<file path="src/rtl/nn_acc_pkg.sv">
// -----------------------------------------------------------------------------
// nn_acc_pkg
//   Shared types and helpers for the fixed-point neuron engine.
//   - state_t      : engine FSM states
//   - round_const  : half-LSB constant for round-half-up after a right shift
//   - saturate     : clamp a wide signed value to a DATA_W signed range, with flag
//   - min_acc_w    : smallest accumulator width that cannot overflow on a
//                    maximum-length job
//   The helpers work on fixed maximum widths (MAX_ACC_W / MAX_DATA_W) so one
//   package serves every parameterisation; callers sign-extend in and slice out.
// -----------------------------------------------------------------------------
package nn_acc_pkg;

    typedef enum logic [2:0] {
        ST_IDLE  = 3'd0,
        ST_ACCUM = 3'd1,
        ST_DRAIN = 3'd2,
        ST_ROUND = 3'd3,
        ST_OUT   = 3'd4
    } state_t;

    localparam int MAX_ACC_W  = 128;
    localparam int MAX_DATA_W = 64;

    typedef struct packed {
        logic [MAX_DATA_W-1:0] data;
        logic                  ovf;
    } sat_t;

    // 2*DATA_W for the product, log2(LANES) for the lane sum, LEN_W for the
    // beat count and one extra bit of headroom for the bias/rounding add.
    function automatic int min_acc_w(input int lanes, input int data_w, input int len_w);
        return 2 * data_w + $clog2(lanes) + len_w + 1;
    endfunction

    // 2^(frac_w-1): added before the arithmetic shift to round half up.
    function automatic logic signed [MAX_ACC_W-1:0] round_const(input int frac_w);
        logic signed [MAX_ACC_W-1:0] one;
        one = {{(MAX_ACC_W-1){1'b0}}, 1'b1};
        return one <<< (frac_w - 1);
    endfunction

    function automatic sat_t saturate(input logic signed [MAX_ACC_W-1:0] val,
                                      input int data_w);
        sat_t                        res;
        logic signed [MAX_ACC_W-1:0] one;
        logic signed [MAX_ACC_W-1:0] hi;
        logic signed [MAX_ACC_W-1:0] lo;
        one      = {{(MAX_ACC_W-1){1'b0}}, 1'b1};
        hi       = (one <<< (data_w - 1)) - one;
        lo       = -(one <<< (data_w - 1));
        res.data = val[MAX_DATA_W-1:0];
        res.ovf  = 1'b0;
        if (val > hi) begin
            res.data = hi[MAX_DATA_W-1:0];
            res.ovf  = 1'b1;
        end else if (val < lo) begin
            res.data = lo[MAX_DATA_W-1:0];
            res.ovf  = 1'b1;
        end
        return res;
    endfunction

endpackage

</file>
<file path="src/rtl/nn_neuron_engine_if.sv">
// -----------------------------------------------------------------------------
// nn_neuron_engine_if
//   Job configuration, input stream and result stream of the neuron engine.
//   Handshake rule for both streams: a transfer happens on a rising clock edge
//   where valid and ready are both high; the source keeps its payload stable
//   while valid is high and ready is low, and ready may not depend on data.
//   Signals:
//     cfg_len/cfg_bias/start : job setup, sampled when start is accepted in IDLE
//     busy                   : job in progress
//     in_valid/in_ready      : beat stream, in_act/in_wgt packed, lane 0 in LSBs
//     out_valid/out_ready    : result stream, out_data signed, out_ovf saturated
//   Modports: master = job source / stream driver, slave = engine.
// -----------------------------------------------------------------------------
interface nn_neuron_engine_if #(
    parameter int LANES  = 4,
    parameter int DATA_W = 16,
    parameter int LEN_W  = 10
) ();

    logic        [LEN_W-1:0]        cfg_len;
    logic signed [DATA_W-1:0]       cfg_bias;
    logic                           start;
    logic                           busy;
    logic                           in_valid;
    logic                           in_ready;
    logic        [LANES*DATA_W-1:0] in_act;
    logic        [LANES*DATA_W-1:0] in_wgt;
    logic                           out_valid;
    logic                           out_ready;
    logic signed [DATA_W-1:0]       out_data;
    logic                           out_ovf;

    modport master (
        output cfg_len, cfg_bias, start, in_valid, in_act, in_wgt, out_ready,
        input  busy, in_ready, out_valid, out_data, out_ovf
    );

    modport slave (
        input  cfg_len, cfg_bias, start, in_valid, in_act, in_wgt, out_ready,
        output busy, in_ready, out_valid, out_data, out_ovf
    );

endinterface

</file>
<file path="src/rtl/nn_lane_tree.sv">
// -----------------------------------------------------------------------------
// nn_lane_tree
//   LANES signed DATA_W x DATA_W multipliers followed by an adder tree.
//   Stage 1 registers the products, stage 2 registers the lane sum, so o_sum
//   and o_valid appear two cycles after a valid beat on i_valid.
//   Ports:
//     clk, reset_n : clock, asynchronous active-low reset
//     i_valid      : beat present this cycle
//     i_act, i_wgt : packed signed operands, lane 0 in the LSBs
//     o_valid      : o_sum holds the sum of a beat
//     o_sum        : signed sum of all lane products, 2*DATA_W+log2(LANES) bits
// -----------------------------------------------------------------------------
module nn_lane_tree #(
    parameter int LANES  = 4,
    parameter int DATA_W = 16,
    parameter int SUM_W  = 2 * DATA_W + $clog2(LANES)
) (
    input  logic                           clk,
    input  logic                           reset_n,
    input  logic                           i_valid,
    input  logic        [LANES*DATA_W-1:0] i_act,
    input  logic        [LANES*DATA_W-1:0] i_wgt,
    output logic                           o_valid,
    output logic signed [SUM_W-1:0]        o_sum
);

    localparam int PROD_W = 2 * DATA_W;

    logic signed [PROD_W-1:0] w_act_x [LANES];
    logic signed [PROD_W-1:0] w_wgt_x [LANES];
    logic signed [PROD_W-1:0] r_prod  [LANES];
    logic                     r_prod_valid;
    logic signed [SUM_W-1:0]  w_tree;
    logic signed [SUM_W-1:0]  r_sum;
    logic                     r_sum_valid;

    // Operands are sign-extended to the product width first so the multiply
    // is evaluated at full width; the low PROD_W bits are the exact product.
    always_comb begin
        for (int i = 0; i < LANES; i++) begin
            w_act_x[i] = PROD_W'($signed(i_act[i*DATA_W +: DATA_W]));
            w_wgt_x[i] = PROD_W'($signed(i_wgt[i*DATA_W +: DATA_W]));
        end
    end

    always_comb begin
        w_tree = '0;
        for (int i = 0; i < LANES; i++) begin
            w_tree = w_tree + SUM_W'(r_prod[i]);
        end
    end

    always_ff @(posedge clk or negedge reset_n) begin
        if (!reset_n) begin
            r_prod_valid <= 1'b0;
            r_sum_valid  <= 1'b0;
            r_sum        <= '0;
            for (int i = 0; i < LANES; i++) begin
                r_prod[i] <= '0;
            end
        end else begin
            r_prod_valid <= i_valid;
            if (i_valid) begin
                for (int i = 0; i < LANES; i++) begin
                    r_prod[i] <= w_act_x[i] * w_wgt_x[i];
                end
            end
            r_sum_valid <= r_prod_valid;
            if (r_prod_valid) begin
                r_sum <= w_tree;
            end
        end
    end

    assign o_valid = r_sum_valid;
    assign o_sum   = r_sum;

endmodule

</file>
<file path="src/rtl/nn_neuron_engine.sv">
// -----------------------------------------------------------------------------
// nn_neuron_engine
//   Fixed-point neuron: multiply-accumulates cfg_len beats of LANES
//   activation/weight pairs, adds the bias, rounds half up, saturates to
//   DATA_W and presents one result per job on the output stream.
//   Optional feature macro: NN_RELU_EN -- when defined, a negative saturated
//   result is replaced by zero with out_ovf cleared.
//   Ports:
//     clk, reset_n : clock, asynchronous active-low reset
//     bus          : nn_neuron_engine_if slave (config, input and output streams)
//     o_dbg_state  : current FSM state
//   Job flow: IDLE -> ACCUM (beats) -> DRAIN (2 cycles) -> ROUND -> OUT.
//   A zero-length job goes straight from IDLE to ROUND.
// -----------------------------------------------------------------------------
module nn_neuron_engine
    import nn_acc_pkg::*;
#(
    parameter int LANES  = 4,
    parameter int DATA_W = 16,
    parameter int FRAC_W = 8,
    parameter int LEN_W  = 10,
    parameter int ACC_W  = 48
) (
    input  logic               clk,
    input  logic               reset_n,
    nn_neuron_engine_if.slave  bus,
    output state_t             o_dbg_state
);

    localparam int SUM_W = 2 * DATA_W + $clog2(LANES);

    if (ACC_W < min_acc_w(LANES, DATA_W, LEN_W)) begin : g_bad_acc_w
        $error("nn_neuron_engine: ACC_W is narrower than a full-length job needs");
    end
    if (ACC_W > MAX_ACC_W || DATA_W > MAX_DATA_W) begin : g_bad_width
        $error("nn_neuron_engine: ACC_W/DATA_W exceed the package helper widths");
    end
    if (FRAC_W < 1 || FRAC_W >= DATA_W) begin : g_bad_frac
        $error("nn_neuron_engine: FRAC_W must be in [1, DATA_W-1]");
    end

    state_t                   r_state;
    logic        [LEN_W-1:0]  r_len;
    logic        [LEN_W-1:0]  r_cnt;
    logic signed [DATA_W-1:0] r_bias;
    logic signed [ACC_W-1:0]  r_acc;
    logic                     r_drain;
    logic                     r_busy;
    logic                     r_out_valid;
    logic signed [DATA_W-1:0] r_out_data;
    logic                     r_out_ovf;

    logic                        w_beat;
    logic                        w_tree_valid;
    logic signed [SUM_W-1:0]     w_tree_sum;
    logic signed [MAX_ACC_W-1:0] w_acc_x;
    logic signed [MAX_ACC_W-1:0] w_bias_x;
    logic signed [MAX_ACC_W-1:0] w_round;
    sat_t                        w_sat;
    logic        [DATA_W-1:0]    w_res_data;
    logic                        w_res_ovf;
    logic                        w_unused_sat;

    assign w_beat = bus.in_valid && (r_state == ST_ACCUM);

    nn_lane_tree #(
        .LANES  (LANES),
        .DATA_W (DATA_W),
        .SUM_W  (SUM_W)
    ) u_tree (
        .clk     (clk),
        .reset_n (reset_n),
        .i_valid (w_beat),
        .i_act   (bus.in_act),
        .i_wgt   (bus.in_wgt),
        .o_valid (w_tree_valid),
        .o_sum   (w_tree_sum)
    );

    // Round and saturate at a width wide enough that neither the bias add
    // nor the rounding constant can overflow before the clamp.
    always_comb begin
        w_acc_x    = MAX_ACC_W'(r_acc);
        w_bias_x   = MAX_ACC_W'(r_bias) <<< FRAC_W;
        w_round    = (w_acc_x + w_bias_x + round_const(FRAC_W)) >>> FRAC_W;
        w_sat      = saturate(w_round, DATA_W);
        w_res_data = w_sat.data[DATA_W-1:0];
        w_res_ovf  = w_sat.ovf;
`ifdef NN_RELU_EN
        if (w_res_data[DATA_W-1]) begin
            w_res_data = '0;
            w_res_ovf  = 1'b0;
        end
`endif
    end

    // Helper returns MAX_DATA_W bits; only the low DATA_W carry the result.
    assign w_unused_sat = &{1'b0, w_sat.data[MAX_DATA_W-1:DATA_W]};

    always_ff @(posedge clk or negedge reset_n) begin
        if (!reset_n) begin
            r_state     <= ST_IDLE;
            r_len       <= '0;
            r_cnt       <= '0;
            r_bias      <= '0;
            r_acc       <= '0;
            r_drain     <= 1'b0;
            r_busy      <= 1'b0;
            r_out_valid <= 1'b0;
            r_out_data  <= '0;
            r_out_ovf   <= 1'b0;
        end else begin
            if (w_tree_valid) begin
                r_acc <= r_acc + ACC_W'(w_tree_sum);
            end

            case (r_state)
                ST_IDLE: begin
                    if (bus.start) begin
                        r_len   <= bus.cfg_len;
                        r_bias  <= bus.cfg_bias;
                        r_acc   <= '0;
                        r_cnt   <= '0;
                        r_busy  <= 1'b1;
                        r_state <= (bus.cfg_len == '0) ? ST_ROUND : ST_ACCUM;
                    end
                end
                ST_ACCUM: begin
                    if (w_beat) begin
                        r_cnt <= r_cnt + 1'b1;
                        if (r_cnt + 1'b1 == r_len) begin
                            r_drain <= 1'b0;
                            r_state <= ST_DRAIN;
                        end
                    end
                end
                // Two cycles let the last beat clear the product and sum
                // registers and land in the accumulator before ROUND reads it.
                ST_DRAIN: begin
                    r_drain <= 1'b1;
                    if (r_drain) begin
                        r_state <= ST_ROUND;
                    end
                end
                ST_ROUND: begin
                    r_out_data  <= w_res_data;
                    r_out_ovf   <= w_res_ovf;
                    r_out_valid <= 1'b1;
                    r_state     <= ST_OUT;
                end
                ST_OUT: begin
                    if (bus.out_ready) begin
                        r_out_valid <= 1'b0;
                        r_busy      <= 1'b0;
                        r_state     <= ST_IDLE;
                    end
                end
                default: begin
                    r_state <= ST_IDLE;
                end
            endcase
        end
    end

    assign bus.in_ready  = (r_state == ST_ACCUM);
    assign bus.busy      = r_busy;
    assign bus.out_valid = r_out_valid;
    assign bus.out_data  = r_out_data;
    assign bus.out_ovf   = r_out_ovf;
    assign o_dbg_state   = r_state;

endmodule
</file>
<file path="src/flat_wrapper.sv">
// flat-port wrapper written by rule: the top's interface ports become plain ports
module nn_neuron_engine_flat import nn_acc_pkg::*;
#(
    parameter int LANES  = 4,
    parameter int DATA_W = 16,
    parameter int FRAC_W = 8,
    parameter int LEN_W  = 10,
    parameter int ACC_W  = 48
)
  (clk, reset_n, o_dbg_state, bus_cfg_len, bus_cfg_bias, bus_start, bus_in_valid, bus_in_act, bus_in_wgt, bus_out_ready, bus_busy, bus_in_ready, bus_out_valid, bus_out_data, bus_out_ovf);
  nn_neuron_engine_if #(.LANES(LANES), .DATA_W(DATA_W), .LEN_W(LEN_W)) bus_i ();
  input  logic clk;
  input  logic reset_n;
  output state_t o_dbg_state;
  input wire logic [$bits(bus_i.cfg_len)-1:0] bus_cfg_len;
  input wire logic [$bits(bus_i.cfg_bias)-1:0] bus_cfg_bias;
  input wire logic [$bits(bus_i.start)-1:0] bus_start;
  input wire logic [$bits(bus_i.in_valid)-1:0] bus_in_valid;
  input wire logic [$bits(bus_i.in_act)-1:0] bus_in_act;
  input wire logic [$bits(bus_i.in_wgt)-1:0] bus_in_wgt;
  input wire logic [$bits(bus_i.out_ready)-1:0] bus_out_ready;
  output wire logic [$bits(bus_i.busy)-1:0] bus_busy;
  output wire logic [$bits(bus_i.in_ready)-1:0] bus_in_ready;
  output wire logic [$bits(bus_i.out_valid)-1:0] bus_out_valid;
  output wire logic [$bits(bus_i.out_data)-1:0] bus_out_data;
  output wire logic [$bits(bus_i.out_ovf)-1:0] bus_out_ovf;
  assign bus_i.cfg_len = bus_cfg_len;
  assign bus_i.cfg_bias = bus_cfg_bias;
  assign bus_i.start = bus_start;
  assign bus_i.in_valid = bus_in_valid;
  assign bus_i.in_act = bus_in_act;
  assign bus_i.in_wgt = bus_in_wgt;
  assign bus_i.out_ready = bus_out_ready;
  assign bus_busy = bus_i.busy;
  assign bus_in_ready = bus_i.in_ready;
  assign bus_out_valid = bus_i.out_valid;
  assign bus_out_data = bus_i.out_data;
  assign bus_out_ovf = bus_i.out_ovf;
  nn_neuron_engine #(.LANES(LANES), .DATA_W(DATA_W), .FRAC_W(FRAC_W), .LEN_W(LEN_W), .ACC_W(ACC_W)) u_core (.clk(clk), .reset_n(reset_n), .bus(bus_i), .o_dbg_state(o_dbg_state));
endmodule
</file>
<file path="config.mk">
export PLATFORM = sky130hd
export DESIGN_NAME = nn_neuron_engine_flat
export DESIGN_NICKNAME = d
export VERILOG_FILES = /design/src/rtl/nn_acc_pkg.sv /design/src/rtl/nn_neuron_engine_if.sv /design/src/rtl/nn_lane_tree.sv /design/src/rtl/nn_neuron_engine.sv /design/src/flat_wrapper.sv
export SDC_FILE = /design/constraint.sdc
export NUM_CORES = 2
export LEC_CHECK = 0
export CAP_MARGIN = 10
export CORE_AREA = 3 3 371 281
export DETAILED_ROUTE_END_ITERATION = 10
export DIE_AREA = 0 0 374 284
export PLACE_DENSITY = 0.84
export SLEW_MARGIN = 10
export SYNTH_ARGS = -nofsm -noshare
export SYNTH_HDL_FRONTEND = slang
export SYNTH_SLANG_ARGS = --single-unit
</file>
<file path="constraint.sdc">
create_clock -name clk -period 4.7 [get_ports clk]
set_input_delay 0.94 -clock clk [delete_from_list [all_inputs] [get_ports clk]]
set_output_delay 0.94 -clock clk [all_outputs]
set_load 0.05 [all_outputs]
</file>
## Word-level counts from Yosys, hierarchy flattened

Cells that the tools add are included.

| cells by class | value |
|---|---|
| bitwise logic cells | 0 |
| mux-type cells | 22 |
| equal/unequal tests | 10 |
| reduce and logical (&&, ||, !) cells | 13 |
| shifts and indexed selects | 0 |
| $mul | 4 |
| divide/modulo/power cells | 0 |
| add/sub/neg operators | 7 |
| $lt $le $gt $ge | 2 |

Operators by type and width:

| cell | number |
|---|---|
| 48-bit two-way mux | 3 |
| 16-bit by 16-bit multiplier with 32-bit output | 4 |
| 49-bit by 9-bit adder with 50-bit output, second input constant | 1 |
| 48-bit by 24-bit adder with 49-bit output | 1 |
| 48-bit by 34-bit adder with 48-bit output | 1 |
| 42-bit by 16-bit > comparator with 1-bit output, second input constant | 1 |
| 42-bit by 16-bit less-than comparator with 1-bit output, second input constant | 1 |
| 33-bit by 32-bit adder with 34-bit output | 1 |
| 34-bit by 32-bit adder with 34-bit output | 1 |
| 17-bit two-way mux | 2 |
| 32-bit by 32-bit adder with 33-bit output | 1 |
| 10-bit two-way mux | 2 |
| 10-bit one-hot mux with 2 select lines | 1 |
| 3-bit two-way mux | 5 |
| 3-bit one-hot mux with 5 select lines | 1 |
| 10-bit by 1-bit adder with 10-bit output, second input constant | 1 |
| 10-bit == test | 1 |
| 10-bit zero test | 1 |
| 3-bit AND reduction | 3 |
| 2-bit nonzero test | 4 |
| 3-bit by 2-bit == test with 1-bit output, second input constant | 2 |
| 2-bit by 1-bit != test with 1-bit output, second input constant | 3 |
| 1-bit one-hot mux with 2 select lines | 3 |
| 5-bit AND reduction | 1 |
| 8 further kinds | 13 |

| storage, ports and cells | value |
|---|---|
| memories | 0 |
| bits in writable memories | 0 |
| input bits | 159 |
| memory bits (read-only) | 0 |
| bits in latches | 0 |
| register bits | 271 |
| word-level logic and storage cells | 75 |
| output and inout port bits | 23 |

## Logic depth before layout (Yosys ltp)

| logic depth | value |
|---|---|
| word-level depth | 5 |
| mapped depth | 27 |
| depth with buffers taken out | 26 |

## By module

A second synthesis with hierarchy kept.

| unflattened totals | value |
|---|---|
| cell total of the unflattened synthesis | 6,255 |
| area total of the unflattened synthesis | 58,217.1 um^2 |

Modules (own cells, without submodules):

| module | sequential area each (um^2) | area an instance (um^2) | instances | cells an instance |
|---|---|---|---|---|
| nn_lane_tree | 4,103.9 | 48,290.1 | 1 | 5,080 |
| nn_neuron_engine | 2,677.6 | 9,927.0 | 1 | 1,175 |

## Worst setup path before layout

No wires, ideal clock.

| timing | value |
|---|---|
| kind | input port to flip-flop |
| start | input bus_in_wgt[23] |
| end | register u_core.u_tree.r_prod[94] in the netlist's numbering |
| arrival time | 7.221 ns |
| path slack | -2.654 ns |
| cell stages on the path | 26 |
| path buffers | 1 |
| library setup time | 0.133 ns |
| required time | 4.567 ns |
| path through | clkbuf_1 -> nand2_1 -> fa_1 -> inv_1 -> fa_1 -> inv_1 -> fa_1 -> inv_1 -> fa_1 -> fa_1 -> inv_1 -> fa_1 -> inv_1 -> ha_1 -> a21o_1 -> a21o_1 -> a21o_1 -> a211oi_1 -> nor2_1 -> o41ai_1 -> o21ai_1 -> o31a_1 -> or4_1 -> a31oi_1 -> xor2_1 -> o21ai_0 |

| between the ends | value |
|---|---|
| longest elaborated chain between the ends | 1 |

Ends and longest elaborated chain:

| element | RTL line | text |
|---|---|---|
| start, declared | flat_wrapper.sv:20 | `input wire logic [$bits(bus_i.in_wgt)-1:0] bus_in_wgt;` |
| 16-bit by 16-bit multiplier with 32-bit output | nn_lane_tree.sv:65 | `r_prod[i] <= w_act_x[i] * w_wgt_x[i];` |
| end signal, assigned by index | nn_lane_tree.sv:65 |  |
| end, declared | nn_lane_tree.sv:31 | `logic signed [PROD_W-1:0] r_prod [LANES];` |

No other way between the ends.
A chain may end at the register's enable or synchronous reset.

## Final worst setup path

| timing | value |
|---|---|
| start | input bus_in_wgt[23] |
| end | register u_core.u_tree.r_prod[95] in the netlist's numbering |

Same word-level chain as after synthesis.

==> metrics.txt <==
outcome=finished, violations left; failing checks=setup timing; Fill cells=6632; antenna violations before repair=1; Setup Crit Path Kind=in2reg; Die Y=284 um; Hold Path Class=in2async; max_cap viols=0; XOR/XNOR Fraction of Synth Area=3.78%; WL/cell=20.3 um; number of synthesized register bits=271; Crit Path Max Fanout=4; synth top area cells=fa_1 (39%), dfrtp_1 (12%), ha_1 (9.8%), inv_1 (7.8%), nand2_1 (5.6%); area leader, netlist=fa_1; period utilization=148%; Post-synth EDFFs=0; CP max stage delay=0.57 ns; post-synthesis mux area share=1.48%; antenna viol nets, final=0; via count=48500; unrepaired setup endpoints after global routing=yes; Synth Area in Compound Gates=8.91%; first-pass GRT wire length=264000 um; Clock Pin Slew Worst Setup and Hold Paths=0.06 ns; final instance area=0.0716 mm^2; initial core utilization=56.9%; Clock Tree Buf Depth=3; setup ws final=-2.25 ns; share of layout cells above drive strength 1=24.4%; synth-to-layout area growth=24.6%; final setup violation count=94; I/O pin cnt=182; Routed WL=173000 um; pin count of the biggest net entering global routing=227; Final GP Congestion=0.943; Die Width=374 um; Synth warnings=0; fin crit period=6.95 ns; R2R depth=18; setup_tns=-118.82 ns; Util after Layout=70.9%; CP startpoint kind=input pin; Slew Limit Headroom=24.7%; DRT iter0 DRCs=4062; CP endpoint kind=flop; WP data arrival=7.35 ns; GRT Total Usage=30.5%; TritonCTS Buffers=28; Seq/Total Area, Yosys=11.8%; drt first pass iters=8; Skew-Pair Late Insertion Delay=0.58 ns; grt total ovfl=0; via/cell ratio=5.70; Least-Margin Pin Slew=1.13 ns; # DRC=0; CTS tree=yes; Core Box Area=0.101 mm^2; port bufs=181; Mapped Avg Cell Area=9.19 um^2; Syn Inst Count=6251; Distinct cells, synth=100; adder-cell area share of the yosys netlist=48.6%; placed cells=8301; R2R Setup Slk=0.10 ns; clk_skew=0.0151 ns; vias in the first global route=51200; Synth Area in Simple Gates=15.9%; Post-synth top flop=dfrtp_1; Crit path required time=5.10 ns; final-stage net count=8879; final std cells w/o fill=8516; die area=0.106 mm^2; H-tree depth=1; Post-Syn Area=0.0574 mm^2; Root Driver=clkbuf_16; DP HPWL=129000 um; Fin. Hold Viols=0; slowest CP cell=fa_1; f_max=144 MHz; # clock sinks=271; Worst R2R Start=u_core.u_tree.r_prod[33]; Placed Area=0.0669 mm^2; top cell type's share of synthesized area=38.9%; post-synthesis net count=7974; r2r endpoint=u_core.u_tree.o_sum[33]; largest family of logic cells by synthesized area=adder cells; Most Frequent Cell on Critical Path=fa_1; fraction of registers with async set/reset=100%; final count of pins violating max slew=0; row count=101
-- timing repair --
| item | in CTS | in global routing |
|---|---|---|
| buffers inserted | 91 | 99 |
| pin swaps | 215 | 273 |
| hold buffers | 0 | 0 |
| endpoints found under the hold margin | 0 | 0 |
| resized for setup | 643 | 574 |
| gates cloned | 1 | 3 |
| setup endpoints to repair | 102 | 119 |
-- stage by stage --
step                hold slack [ns]  worst slack [ns]
floorplan                     0.370             -2.34
global placement              0.471             -3.10
detailed placement            0.475             -3.23
CTS                           0.373             -2.27
global route                  0.397             -2.41
finish                        0.354             -2.25
-- synth_stat cells (7+ instances only) --
cell type  instances
a211oi_1          32
a21o_1           108
a21oi_1          195
a31oi_1           26
and2_1           512
and3_1            19
buf_1              9
buf_6              7
clkbuf_1         182
dfrtp_1          271
fa_1            1115
ha_1             449
inv_1           1189
mux2_2            30
mux2i_1           51
nand2_1          854
nand2b_1          58
nand3_1           65
nand4_1           23
nor2_1           217
nor2b_1           17
nor3_1            60
nor4_1            11
o211ai_1          16
o21a_1            31
o21ai_0          207
o21bai_1          26
o22ai_1            7
o311ai_2           9
o31ai_1           23
o41ai_1            8
or3_1             20
xnor2_1          172
xor2_1            76
-- logic make-up after synthesis --
| logic type | after synthesis |
|---|---|
| compound gates | 782 |
| xor+xnor | 248 |
| fa+ha+maj | 1564 |
| buf+inv | 1410 |
| flops | 271 |
| mux | 81 |
| simple gates | 1895 |
-- cells in the final DEF (no fill, tap or decap), types with 29 or more instances in the layout --
cell,n
buf_6,188
mux2_2,30
fa_2,71
xnor2_1,146
buf_12,29
and2_1,433
and2_4,79
a21oi_1,142
clkbuf_2,39
nand2_2,30
nor3_1,47
inv_1,1097
dfrtp_1,269
inv_2,89
nor2_1,194
a21oi_2,38
nand3_1,57
nand2_1,802
o21ai_0,139
clkbuf_16,31
ha_1,382
fa_1,1044
ha_4,55
buf_4,724
clkdlybuf4s50_1,56
o21ai_1,58
mux2i_1,51
xor2_1,60
o21a_1,31
a21o_1,108
nand2b_1,52
-- layer usage --
metal	vias to the layer above	track usage (%)	part of all wire [%]
li1	21200	-	-
met1	24400	42.1	40
met2	2301	50.9	48
met3	636	4.00	7.7
met4	0	8.28	4.2
met5	-	0	0
-- state kept, by name, indices dropped and copies added, names as in the netlist --
name,cells
u_core.u_tree.r_prod,128
u_core.u_tree.o_valid,1
u_core.o_dbg_state,3
u_core.u_tree.o_sum,34
u_core.bus.busy,1
u_core.r_acc,48
u_core.r_len,10
u_core.bus.out_valid,1
u_core.r_bias,16
u_core.r_drain,1
u_core.r_cnt,10
u_core.bus.out_data,16
u_core.u_tree.r_prod_valid,1
u_core.bus.out_ovf,1
-- area by class of cell --
class | count | area, um^2 | area share [%]
inverter | 1190 | 4480 | 6.26
clock buffer | 38 | 768 | 1.07
tap | 1339 | 1680 | 2.34
timing repair buffer | 1095 | 9420 | 13.2
sequential | 271 | 6790 | 9.48
multi-input combinational | 4570 | 48300 | 67.5
clock inverter | 12 | 144 | 0.201
antenna | 1 | 2.50 | 0.00350
-- critical path, delay by kind of cell --
kind / cells / cell delay [ns]
simple gates: 5 / 0.84
compound gates: 6 / 1.18
fa+ha+maj: 7 / 3.36
xor+xnor: 1 / 0.25
buf+inv: 7 / 0.76
-- worst max-delay path by stage --
stage / start / depth (start not counted) / to / slack [ns]
2_1_floorplan: bus_in_act[21] / 25 / u_core.u_tree.r_prod[94] / -2.34
3_3_place_gp: bus_in_wgt[22] / 25 / u_core.u_tree.r_prod[94] / -3.10
3_5_place_dp: bus_in_wgt[22] / 25 / u_core.u_tree.r_prod[94] / -3.23
4_1_cts: bus_in_wgt[20] / 27 / u_core.u_tree.r_prod[94] / -2.27
5_1_grt: bus_in_wgt[23] / 28 / u_core.u_tree.r_prod[94] / -2.41
6_report: bus_in_wgt[23] / 26 / u_core.u_tree.r_prod[95] / -2.25
Power is not shown: default switching activity piles up to over one toggle a cycle in this logic, so the estimate is an artifact.
